## src/rtl/ddr4_wr_ctrl_if.sv

```systemverilog
//------------------------------------------------------------------------------
// Module   : ddr4_wr_ctrl_if
// Brief    : MIG user-interface write command/data bus.
// Revision : 1.0 - initial release
//------------------------------------------------------------------------------
`default_nettype none

interface ddr4_wr_ctrl_if #(
    parameter int ADDR_W = 29,
    parameter int DATA_W = 512
);
    logic                  app_en;
    logic [2:0]            app_cmd;
    logic [ADDR_W-1:0]     app_addr;
    logic                  app_rdy;
    logic                  app_wdf_wren;
    logic                  app_wdf_end;
    logic [DATA_W-1:0]     app_wdf_data;
    logic [DATA_W/8-1:0]   app_wdf_mask;
    logic                  app_wdf_rdy;

    modport master (
        output app_en, app_cmd, app_addr,
        output app_wdf_wren, app_wdf_end, app_wdf_data, app_wdf_mask,
        input  app_rdy, app_wdf_rdy
    );

    modport slave (
        input  app_en, app_cmd, app_addr,
        input  app_wdf_wren, app_wdf_end, app_wdf_data, app_wdf_mask,
        output app_rdy, app_wdf_rdy
    );
endinterface

`default_nettype wire

```

## src/rtl/ddr4_wr_ctrl.sv

```systemverilog
//------------------------------------------------------------------------------
// Module   : ddr4_wr_ctrl
// Brief    : Moves one BURST_LEN-beat burst from a FWFT FIFO into the MIG per start pulse.
// Revision : 1.0 - initial release
//------------------------------------------------------------------------------
`default_nettype none

module ddr4_wr_ctrl #(
    parameter int ADDR_W      = 29,
    parameter int DATA_W      = 512,
    parameter int BURST_LEN   = 64,
    parameter int ADDR_STEP   = 8,
    parameter int BASE_ADDR   = 0,
    parameter int FRAME_WORDS = 1920*1080*4/64
) (
    input  wire                clk,
    input  wire                rst,
    input  wire                init_calib_complete,
    input  wire                wr_cmd_start,
    output logic               wr_end,
    output logic               wr_fifo_rd_en,
    input  wire [DATA_W-1:0]   wr_fifo_dout,
    output logic               busy,
    ddr4_wr_ctrl_if.master     app
);

    localparam int                CNT_W   = $clog2(BURST_LEN + 1);
    localparam logic [CNT_W-1:0]  c_BURST = CNT_W'(BURST_LEN);
    localparam logic [ADDR_W-1:0] c_BASE  = ADDR_W'(BASE_ADDR);
    localparam logic [ADDR_W-1:0] c_STEP  = ADDR_W'(ADDR_STEP);
    localparam logic [ADDR_W-1:0] c_LAST  = ADDR_W'(BASE_ADDR + (FRAME_WORDS - 1) * ADDR_STEP);

    typedef enum logic [1:0] {
        S_IDLE     = 2'd0,
        S_WAIT_CAL = 2'd1,
        S_WRITE    = 2'd2,
        S_DONE     = 2'd3
    } state_t;

    state_t             r_state;
    state_t             w_state_nxt;
    logic [CNT_W-1:0]   r_cmd_cnt;
    logic [CNT_W-1:0]   r_dat_cnt;
    logic [CNT_W-1:0]   w_cmd_cnt_nxt;
    logic [CNT_W-1:0]   w_dat_cnt_nxt;
    logic [ADDR_W-1:0]  r_app_addr;
    logic               w_app_en;
    logic               w_wdf_wren;
    logic               w_cmd_acc;
    logic               w_dat_acc;

    assign w_app_en      = (r_state == S_WRITE) && (r_cmd_cnt < c_BURST);
    assign w_wdf_wren    = (r_state == S_WRITE) && (r_dat_cnt < c_BURST);
    assign w_cmd_acc     = w_app_en && app.app_rdy;
    assign w_dat_acc     = w_wdf_wren && app.app_wdf_rdy;
    assign w_cmd_cnt_nxt = r_cmd_cnt + CNT_W'(w_cmd_acc);
    assign w_dat_cnt_nxt = r_dat_cnt + CNT_W'(w_dat_acc);

    always_ff @(posedge clk) begin
        if (rst) begin
            r_state <= S_IDLE;
        end else begin
            r_state <= w_state_nxt;
        end
    end

    // Completion looks at the post-accept counts so DONE lands the cycle after the final beat/command.
    always_comb begin
        w_state_nxt = r_state;
        case (r_state)
            S_IDLE: begin
                if (wr_cmd_start) begin
                    w_state_nxt = init_calib_complete ? S_WRITE : S_WAIT_CAL;
                end
            end
            S_WAIT_CAL: begin
                if (init_calib_complete) begin
                    w_state_nxt = S_WRITE;
                end
            end
            S_WRITE: begin
                if ((w_cmd_cnt_nxt == c_BURST) && (w_dat_cnt_nxt == c_BURST)) begin
                    w_state_nxt = S_DONE;
                end
            end
            S_DONE: begin
                w_state_nxt = S_IDLE;
            end
            default: begin
                w_state_nxt = S_IDLE;
            end
        endcase
    end

    always_ff @(posedge clk) begin
        if (rst) begin
            r_cmd_cnt  <= '0;
            r_dat_cnt  <= '0;
            r_app_addr <= c_BASE;
        end else begin
            if ((w_state_nxt == S_WRITE) && (r_state != S_WRITE)) begin
                r_cmd_cnt <= '0;
                r_dat_cnt <= '0;
            end else begin
                r_cmd_cnt <= w_cmd_cnt_nxt;
                r_dat_cnt <= w_dat_cnt_nxt;
            end
            // Address survives across bursts and wraps at the last word of the frame.
            if (w_cmd_acc) begin
                r_app_addr <= (r_app_addr == c_LAST) ? c_BASE : (r_app_addr + c_STEP);
            end
        end
    end

    assign app.app_en       = w_app_en;
    assign app.app_cmd      = 3'b000;
    assign app.app_addr     = r_app_addr;
    assign app.app_wdf_wren = w_wdf_wren;
    assign app.app_wdf_end  = w_wdf_wren;
    assign app.app_wdf_data = wr_fifo_dout;
    assign app.app_wdf_mask = '0;

    assign wr_fifo_rd_en = w_dat_acc;
    assign wr_end        = (r_state == S_DONE);
    assign busy          = (r_state != S_IDLE);

endmodule

`default_nettype wire
```

## src/flat_wrapper.sv

```systemverilog
// flat-port wrapper written by rule: the top's interface ports become plain ports
module ddr4_wr_ctrl_flat 
#(
    parameter int ADDR_W      = 29,
    parameter int DATA_W      = 512,
    parameter int BURST_LEN   = 64,
    parameter int ADDR_STEP   = 8,
    parameter int BASE_ADDR   = 0,
    parameter int FRAME_WORDS = 1920*1080*4/64
)
  (clk, rst, init_calib_complete, wr_cmd_start, wr_end, wr_fifo_rd_en, wr_fifo_dout, busy, app_app_en, app_app_cmd, app_app_addr, app_app_wdf_wren, app_app_wdf_end, app_app_wdf_data, app_app_wdf_mask, app_app_rdy, app_app_wdf_rdy);
  ddr4_wr_ctrl_if #(.ADDR_W(ADDR_W), .DATA_W(DATA_W)) app_i ();
  input  wire clk;
  input  wire rst;
  input  wire init_calib_complete;
  input  wire wr_cmd_start;
  output logic wr_end;
  output logic wr_fifo_rd_en;
  input  wire [DATA_W-1:0] wr_fifo_dout;
  output logic busy;
  output wire logic [$bits(app_i.app_en)-1:0] app_app_en;
  output wire logic [$bits(app_i.app_cmd)-1:0] app_app_cmd;
  output wire logic [$bits(app_i.app_addr)-1:0] app_app_addr;
  output wire logic [$bits(app_i.app_wdf_wren)-1:0] app_app_wdf_wren;
  output wire logic [$bits(app_i.app_wdf_end)-1:0] app_app_wdf_end;
  output wire logic [$bits(app_i.app_wdf_data)-1:0] app_app_wdf_data;
  output wire logic [$bits(app_i.app_wdf_mask)-1:0] app_app_wdf_mask;
  input wire logic [$bits(app_i.app_rdy)-1:0] app_app_rdy;
  input wire logic [$bits(app_i.app_wdf_rdy)-1:0] app_app_wdf_rdy;
  assign app_app_en = app_i.app_en;
  assign app_app_cmd = app_i.app_cmd;
  assign app_app_addr = app_i.app_addr;
  assign app_app_wdf_wren = app_i.app_wdf_wren;
  assign app_app_wdf_end = app_i.app_wdf_end;
  assign app_app_wdf_data = app_i.app_wdf_data;
  assign app_app_wdf_mask = app_i.app_wdf_mask;
  assign app_i.app_rdy = app_app_rdy;
  assign app_i.app_wdf_rdy = app_app_wdf_rdy;
  ddr4_wr_ctrl #(.ADDR_W(ADDR_W), .DATA_W(DATA_W), .BURST_LEN(BURST_LEN), .ADDR_STEP(ADDR_STEP), .BASE_ADDR(BASE_ADDR), .FRAME_WORDS(FRAME_WORDS)) u_core (.clk(clk), .rst(rst), .init_calib_complete(init_calib_complete), .wr_cmd_start(wr_cmd_start), .wr_end(wr_end), .wr_fifo_rd_en(wr_fifo_rd_en), .wr_fifo_dout(wr_fifo_dout), .busy(busy), .app(app_i));
endmodule
```

## config.mk

```make
export PLATFORM = sky130hd
export DESIGN_NAME = ddr4_wr_ctrl_flat
export DESIGN_NICKNAME = d
export VERILOG_FILES = /design/src/rtl/ddr4_wr_ctrl_if.sv /design/src/rtl/ddr4_wr_ctrl.sv /design/src/flat_wrapper.sv
export SDC_FILE = /design/constraint.sdc
export NUM_CORES = 1
export LEC_CHECK = 0
export CAP_MARGIN = 10
export CELL_PAD_IN_SITES_DETAIL_PLACEMENT = 0
export CELL_PAD_IN_SITES_GLOBAL_PLACEMENT = 1
export CORE_AREA = 2 2 440 442
export DETAILED_ROUTE_END_ITERATION = 6
export DIE_AREA = 0 0 442 444
export PLACE_DENSITY = 0.36
export SYNTH_ARGS = -nofsm -noshare
export SYNTH_HDL_FRONTEND = slang
export SYNTH_SLANG_ARGS = --single-unit
```

## constraint.sdc

```tcl
create_clock -name clk -period 6.24 [get_ports clk]
set_input_delay 0.936 -clock clk [delete_from_list [all_inputs] [get_ports clk]]
set_output_delay 0.936 -clock clk [all_outputs]
set_load 0.02 [all_outputs]
```

; After elaboration in Yosys (flattened, before gate mapping)
; Cells that the tools add are included.
[word_totals]
ff_bits = 45
latchBits = 0
mem_bits_rw = 0
rom_bits = 0
input_bits = 518
word_cells = 32
n_memories = 0
[op_classes]
add_sub_neg = 3
mul = 0
div = 0
magnitude_cmp = 2
n_eq_ne = 8
shift = 0
n_mux = 6
n_bitwise = 0
reduce_logical = 9
[op_table]
columns = cell, n
row1 = $add 29x4->29 const B, 1
row2 = $eq 29x20->1 const B, 1
row3 = $mux 29, 1
row4 = $add 7x1->7, 2
row5 = $eq 7x7->1 const B, 2
row6 = $lt 7x7->1 const B, 2
row7 = $mux 2, 4
row8 = $pmux 2 s4, 1
row9 = $eq 2x2->1 const B, 3
row10 = $logic_and 1x1->1, 6
row11 = $eq 2x1->1 const B, 1
row12 = $logic_not 2->1, 1
row13 = $ne 2x2->1 const B, 1
row14 = $reduce_bool 2->1, 1
row15 = $reduce_or 2->1, 1

; Longest topological paths before layout
; Gate-level depths: netlist of run 1.
[logic_depth]
depth_word = 11
mapped_depth = 10

; Least setup slack after synthesis of run 1
; Ideal clock, no wire load.
[synth_timing]
path_kind = reg-to-reg
startpoint = register u_core.r_state[1]
endpoint = register u_core.r_state[0]
setup_time_ns = 0.074
arrival_time_ns = 2.365
required_ns = 6.166
slack_ns = 3.800
stages_incl_launch_ff = 11
cell_sequence = dfxtp_1 -> or2b_1 -> nor2_1 -> and2_1 -> ha_1 -> ha_1 -> nor4_1 -> nand4_1 -> nor2_1 -> nand4_1 -> o21ai_0
[synth_via]
elab_chain_len = 8
elab_cells_between_ends = 15
[synth_lines]
columns = element, line_no
row1 = from (decl), ddr4_wr_ctrl.sv:40  ; state_t r_state;
row2 = from (signal assigned), ddr4_wr_ctrl.sv:63  ; r_state <= w_state_nxt;
row3 = $eq 2x2->1, ddr4_wr_ctrl.sv:53  ; assign w_wdf_wren = (r_state == S_WRITE) && (r_dat_cnt < c_BURST);
row4 = $logic_and 1x1->1, ddr4_wr_ctrl.sv:53
row5 = named net app_app_wdf_end, flat_wrapper.sv:25  ; output wire logic [$bits(app_i.app_wdf_end)-1:0] app_app_wdf_end;
row6 = $logic_and 1x1->1, ddr4_wr_ctrl.sv:55  ; assign w_dat_acc = w_wdf_wren && app.app_wdf_rdy;
row7 = named net wr_fifo_rd_en, flat_wrapper.sv:18  ; output logic wr_fifo_rd_en;
row8 = $add 7x1->7, ddr4_wr_ctrl.sv:57  ; assign w_dat_cnt_nxt = r_dat_cnt + CNT_W'(w_dat_acc);
row9 = named net u_core.w_dat_cnt_nxt[1], ddr4_wr_ctrl.sv:45  ; logic [CNT_W-1:0] w_dat_cnt_nxt;
row10 = $eq 7x7->1, ddr4_wr_ctrl.sv:82  ; if ((w_cmd_cnt_nxt == c_BURST) && (w_dat_cnt_nxt == c_BURST)) begin
row11 = $logic_and 1x1->1, ddr4_wr_ctrl.sv:82
row12 = $mux 2, ddr4_wr_ctrl.sv:82
row13 = $pmux 2 s4, ddr4_wr_ctrl.sv:70  ; case (r_state)
; The timed path passes the listed nets, and every way through them passes these cells.
; A chain may end at the register's enable or synchronous reset.

; Final worst setup path of run 1
[layout_timing]
startpoint = input app_app_wdf_rdy
endpoint = output wr_fifo_rd_en
[layout_via]
elab_chain_len = 1
[layout_lines]
columns = element, line_no
row1 = from (decl), flat_wrapper.sv:29  ; input wire logic [$bits(app_i.app_wdf_rdy)-1:0] app_app_wdf_rdy;
row2 = $logic_and 1x1->1, ddr4_wr_ctrl.sv:55
row3 = to (decl), flat_wrapper.sv:18
; No other way between the ends.

==> results of run 1 <==
state kept, by name (all words and copies together), names as in the netlist:
signal / cells
u_core.app.app_addr: 26
u_core.r_cmd_cnt: 7
u_core.r_dat_cnt: 7
u_core.r_state: 2
power by group through the flow:
stage / clock [W] / combinational (W) / sequential, W
5_1_grt: 0.000345 / 0.0000793 / 0.000273
3_5_place_dp: 0 / 0.0000748 / 0.000279
4_1_cts: 0.000343 / 0.0000750 / 0.000273
2_1_floorplan: 0 / 0.000568 / 0.000278
3_3_place_gp: 0 / 0.0000743 / 0.000279
6_report: 0.000321 / 0.0000733 / 0.000273
path summary, 6_finish.rpt:
check                                 end  slack (ns)  depth (start not counted)
setup / recovery            wr_fifo_rd_en        3.01                          3
hold / removal        u_core.r_dat_cnt[5]        0.54                          2
setup reg to reg  u_core.app.app_addr[20]        3.58                          5
hold reg to reg       u_core.r_dat_cnt[5]        0.54                          2
cell usage in the layout (no fill, tap or decap), types with 3 or more instances in the layout:
cell	n
nand4_1	12
xnor2_1	10
o21ai_0	5
clkdlybuf4s50_1	37
ha_1	5
nand3_1	13
and3_1	5
xor2_1	22
dfxtp_1	42
a21oi_1	7
clkbuf_16	5
nand2_1	15
and2_1	9
conb_1	70
nor2_1	45
or4_1	3
worst min-delay path: cells and delay by family, from the launching register on:
| kind | cells | cell delay, ns |
|---|---|---|
| flip-flops | 1 | 0.36 |
| XOR/XNOR | 1 | 0.08 |
| AND/OR/NAND/NOR | 1 | 0.07 |
per-layer routing:
| metal | global-route usage, % | wire length [µm] | vias up |
|---|---|---|---|
| li1 | - | - | 934 |
| met1 | 3.12 | 11400 | 1199 |
| met2 | 12.4 | 36800 | 843 |
| met3 | 14.8 | 32000 | 109 |
| met4 | 2.50 | 2280 | 10 |
| met5 | 2.12 | 478 | - |
metrics by stage:
stage | total power, W | utilization, %
after floorplan | 0.000847 | -
after global placement | 0.000354 | 3.01
after detailed placement | 0.000354 | 3.02
after CTS | 0.000691 | 3.10
after global routing | 0.000697 | 3.11
final | 0.000667 | 3.11
layout make-up:
type | count | area, µm²
flip-flops and latches | 42 | 841
repair buffers | 40 | 400
inverters | 2 | 7.51
fillers | 22800 | 186000
clock inverters | 1 | 30.0
multi-input cells | 248 | 1380
well taps | 2526 | 3160
clock buffers | 7 | 133
diodes | 1 | 2.50
logic make-up after synthesis:
family                   synth area share (%)
adder cells (fa/ha/maj)                 0.983
buffers and inverters                    69.5
other                                  0.0589
flip-flops                               13.2
AND/OR/NAND/NOR                          10.1
AO/OA/AOI/OAI                            1.69
XOR/XNOR                                 4.40
==> key figures, run 1 <==
Power
  – Psw: approximately 0.00019 W
  – Clock Power Share: 48.2%
  – Worst IR Drop VDD: roughly 0.00012 V
  – Switching Fraction: between 20 and 30%
  – Pwr dens: approximately 110 nW/µm²
  – Int Pwr: 0.000474 W
  – Lkg Pwr: 1.21 nW
  – Power share of the sequential group: 40.9%
  – Power share of the combinational group: between 10% and 20%

Synth
  – Post-synthesis cell type count: 39
  – Post-synth top cells: 583 x buf_4, 45 x nor2_1, 42 x dfxtp_1, 22 x xor2_1, 15 x nand2_1
  – Mapped Avg Cell Area: roughly 8 µm²
  – Synthesis warning total: 0
  – Top post-synthesis cells by area: buf_4 69%, dfxtp_1 13%, xor2_1 3.0%
  – Post-synth EDFFs: 0
  – Asr flop ratio synth: 0%
  – Cell taking the most area after synthesis: buf_4
  – Synth Flop Type: dfxtp_1
  – Number of synthesized register bits: 42
  – Register area share after synthesis: roughly an eighth
  – Count leader, synth: buf_4
  – Syn Inst Count: just over 800
  – Synthesized cell area: roughly 6400 µm²
  – Top cell type's share of synthesized area: between 60 and 70%

Placed design
  – Pre-CTS setup slack: just under 3 ns
  – GP Congestion: 0.780
  – Port bufs: 37
  – Inst Count DP: ~2900
  – DP Wirelength: around 78000 µm
  – DP Area: a little under 6000 µm²

Floorplan
  – Core Rows: between 150 and 200
  – Initial Utilization: 3.32%
  – Core area: around 190000 µm²
  – IO Pins: between 1000 and 1500
  – Die Height: roughly 440 µm
  – Die ar.: 196000 µm²
  – Die width: between 400 and 500 µm

Worst setup path
  – Worst Path Arrival: roughly 2.3 ns
  – Worst EP required: approximately 5.3 ns
  – CP startpoint: app_app_wdf_rdy
  – Critical Path, Cell by Cell: clkdlybuf4s50_1 -> and2_1 -> clkdlybuf4s50_1
  – Crit end category: primary output
  – Slowest cell on the critical path: clkdlybuf4s50_1
  – CP delay by family, top: buffers and inverters
  – Max incr delay on CP: 0.72 ns
  – Most used cell, CP: clkdlybuf4s50_1
  – Crit Path Category: in2out
  – Crit path launch type: input pin
  – Worst R2R Start: u_core.app.app_addr[7]
  – WP buf/inv: 2
  – Crit-path max FO: 2

Clocking
  – Num CTS Buffers: 5
  – Clk sinks: between 40 and 50
  – Clock Pin Slew Worst Setup and Hold Paths: around 0.07 ns
  – # hold bufs at CTS: 0
  – H-tree lvl count: 2
  – Max Buffers Root-to-Sink: 2
  – Postcts setup bufs: 0
  – Resize count post-CTS: 0
  – CTS root buffer: clkbuf_16
  – Clock Latency Late Sink: 0.32 ns
  – TritonCTS clock tree: yes

Cells and area
  – Final non-filler cell total: 2867
  – Layout cells sized above 1: ~6.5%
  – Area added between synthesis and finish: -6.56%
  – Fin area: 5950 µm²
  – Layout Nets: roughly 860

STA
  – Min Hold Slack: 0.545 ns
  – Period utilization: between 50% and 60%
  – Fin. Hold Viols: 0
  – Normalized max-slew margin: 27.3%
  – Unrepaired setup endpoints after global routing: no
  – Min Tclk post-route: about 3.2 ns
  – Worst Tran Pin Value: 1.08 ns
  – Setup TNS: 0 ns
  – Fmax achieved: approximately 310 MHz
  – Final setup viols: 0
  – Final worst setup slack: 3.01 ns
  – Worst Clk Skew: approximately 0.007 ns
  – Max-slew violations: 0

GRT
  – Pin count of the biggest net entering global routing: 21
  – Number of global-route vias before repair: between 2000 and 3000
  – Total track usage: under 10%
  – Number of antenna violations at the first check in global routing: 1
  – First-pass GRT wire length: around 90000 µm
  – Global route overflow: 0

Detailed routing
  – Via density: between 1 and 1.5
  – Wirelength per Cell: just under 30 µm
  – First DRT Iteration DRCs: about 220
  – Antenna Violating Nets Remaining: 0
  – Detailed-route wire length: 83100 µm
  – Post-route DRC: 0
  – 1st-pass router iterations: 4
  – Vias post-DR: 3095

Worst hold path
  – HP Start: u_core.r_dat_cnt[5]
  – Hold crit path type: reg2reg

Run status
  – Status: finished, final reports clean

Flow run
  – Max-Cap Viols: 0
Note: power is estimated with default switching activity, not from simulation.
==> run 2: changes to the inputs <==
CORE_AREA = 2 2 438 440   (was 2 2 440 442)
DIE_AREA = 0 0 440 442   (was 0 0 442 444)
PLACE_DENSITY = 0.37   (was 0.36)
clock period = 2.9 ns   (was 6.24 ns; I/O delays follow)
==> run 2 against run 1 <==
Net effect: non-clock buffer count increased by 4; clock skew is 0.015 ns higher; sequential cell count unchanged; via count up 2.0%; die area fell by 0.90%; worst setup slack worse by 2.7 ns.
==> key figures, run 2 (same netlist as run 1, synthesis figures left out) <==
Run status
  – Status: finished, final reports clean

STA
  – Worst Tran Pin Value: 0.654 ns (-0.428 ns)
  – Fmax achieved: 381 MHz
  – Period utilization: 90.6%
  – Fin. Hold Viols: 0 (unchanged)
  – Final worst setup slack: 0.272 ns (-2.74 ns)
  – Final setup viols: 0 (unchanged)
  – Max-slew violations: 0 (unchanged)
  – Setup TNS: 0 ns (unchanged)
  – Normalized max-slew margin: 56.3% (+29 points)
  – Unrepaired setup endpoints after global routing: no
  – Min Tclk post-route: between 2 and 3 ns
  – Worst Clk Skew: 0.0223 ns (+0.0155 ns)

Floorplan
  – IO Pins: 1132 (unchanged)
  – Die Height: 442 µm (-0.45%)
  – Die width: 440 µm (-0.45%)
  – Initial Utilization: 3.36% (+0.035 points)
  – Core area: 190000 µm² (-1.0%)
  – Core Rows: 160 (-0.62%)
  – Die ar.: 194000 µm² (-0.90%)

Worst hold path
  – WHS Endpoint: u_core.app.app_addr[4]
  – Worst Hold Path Cells: 2 (unchanged)
  – HP Start: u_core.app.app_addr[4]
  – Hold crit path type: reg2reg

Placed design
  – DP Wirelength: 77800 µm (-0.45%)
  – Port bufs: 37 (unchanged)
  – Pre-CTS setup slack: 0.274 ns (-2.61 ns)
  – DP Area: 5770 µm² (-0.22%)
  – GP Congestion: 0.773 (-0.86%)

Clocking
  – Clk sinks: 42 (unchanged)
  – Num CTS Buffers: 5 (unchanged)
  – H-tree lvl count: 2 (unchanged)
  – Clock Pin Slew Worst Setup and Hold Paths: 0.07 ns (about the same)
  – # hold bufs at CTS: 0 (unchanged)
  – TritonCTS clock tree: yes
  – Postcts setup bufs: 0 (unchanged)
  – Resize count post-CTS: 0 (unchanged)
  – Clock Latency Late Sink: 0.33 ns (about the same)
  – Max Buffers Root-to-Sink: 2 (unchanged)
  – CTS root buffer: clkbuf_16

Detailed routing
  – Detailed-route wire length: 82900 µm (-0.18%)
  – 1st-pass router iterations: 4 (unchanged)
  – Wirelength per Cell: 29.0 µm (+0.20%)
  – Antenna Violating Nets Remaining: 0 (unchanged)
  – Vias post-DR: 3156 (+2.0%)
  – Via density: 1.11 (+2.4%)
  – First DRT Iteration DRCs: 222 (-0.45%)
  – Post-route DRC: 0 (unchanged)

Power
  – Lkg Pwr: 1.23 nW (+1.1%)
  – Pwr dens: 236 nW/µm² (+110%)
  – Worst IR Drop VDD: 0.000236 V (+100%)

Cells and area
  – Layout cells sized above 1: 7.27% (+0.80 points)
  – Most frequent cells in the layout: 70 x conb_1, 45 x nor2_1, 42 x dfxtp_1, 37 x clkdlybuf4s50_1, 22 x xor2_1
  – Most common cell after layout, fill and taps aside: conb_1
  – Fin area: 5920 µm² (-0.53%)
  – Area added between synthesis and finish: -7.05%
  – Largest register FFs: 26 (unchanged)
  – Layout Nets: 866 (+0.46%)
  – Multi-input gate area: 1360 µm² (-1.2%)
  – Fill count: 22500 (-1.1%)
  – Reg area: 841 µm² (unchanged)

Worst setup path
  – Crit-path max FO: 6 (+4)
  – Crit end category: primary output
  – Flop2flop setup slack: 0.53 ns (-3.05 ns)
  – Worst EP required: 2.47 ns (-2.83 ns)
  – Crit Reg-Reg Endpoint: u_core.r_state[0]
  – Crit Path Category: reg2out
  – Worst R2R Start: u_core.r_state[0]
  – Worst Reg2Reg Path Length in Cells: 10 (+5)
  – Crit path launch type: flop
  – Worst Path Arrival: 2.19 ns (-0.10 ns)
  – CP startpoint: u_core.r_state[0]

GRT
  – Number of antenna violations at the first check in global routing: 1 (unchanged)
  – Total track usage: 8.14% (+0.047 points)
  – First-pass GRT wire length: 89000 µm (-0.81%)
  – Pin count of the biggest net entering global routing: 21 (unchanged)
  – Number of global-route vias before repair: 2760 (-0.11%)
  – Global route overflow: 0 (unchanged)

Flow run
  – Max-Cap Viols: 0 (unchanged)
-- run 2: changes by cell type in the layout (fill, tap and decap cells not counted), sizes merged --
cell,change
clkbuf,-2
inv,+1
buf,+4
clkinv,+2
bufinv,-1
-- run 2: cell type report --
| class | count | share of cell area, % |
|---|---|---|
| Sequential cell | 42 | 14.2 |
| Inverter | 2 | 0.127 |
| Clock inverter | 3 | 0.317 |
| Timing Repair Buffer | 44 | 7.15 |
| Antenna cell | 1 | 0.0423 |
| Multi-Input combinational cell | 248 | 23.0 |
| Tap cell | 2511 | 53.1 |
| Clock buffer | 5 | 2.11 |
-- run 2: critical path: stages, from the launching register on --
cell and delay (ns):
dfxtp_1 0.35, or2b_1 0.25, nor2_1 0.15, and2_1 0.33
clkdlybuf4s50_1 0.79
-- run 2: worst max path at each step --
stage,end,slack (ns)
2_1_floorplan,u_core.r_state[0],0.46
3_3_place_gp,u_core.r_state[0],0.25
3_5_place_dp,u_core.r_state[0],0.27
4_1_cts,wr_fifo_rd_en,0.05
5_1_grt,wr_fifo_rd_en,0.005
6_report,wr_fifo_rd_en,0.27
-- run 2: power breakdown --
part,total (W),switching (W),leakage (nW),internal [W]
Sequential,0.000584,0.00000317,0.339,0.000581
Clock,0.000649,0.000327,0.0740,0.000322
Combinational,0.000164,0.000132,0.815,0.0000320
Total,0.00140,0.000463,1.23,0.000935
-- run 2: metal layers --
layer | global-route usage, % | part of all wire (%)
met1 | 3.29 | 14
met4 | 2.92 | 3.2
met3 | 14.9 | 39
met2 | 12.2 | 43
met5 | 0.670 | 0.18
-- run 2: stage by stage --
stage,std cells,total power (W),utilization [%],hold WS (ns)
after floorplan,880,0.00182,-,0.502
after global placement,2847,0.000767,3.04,0.527
after detailed placement,2847,0.000766,3.04,0.530
after CTS,2855,0.00147,3.12,0.551
after global routing,2856,0.00147,3.12,0.578
final,2856,0.00140,3.12,0.540
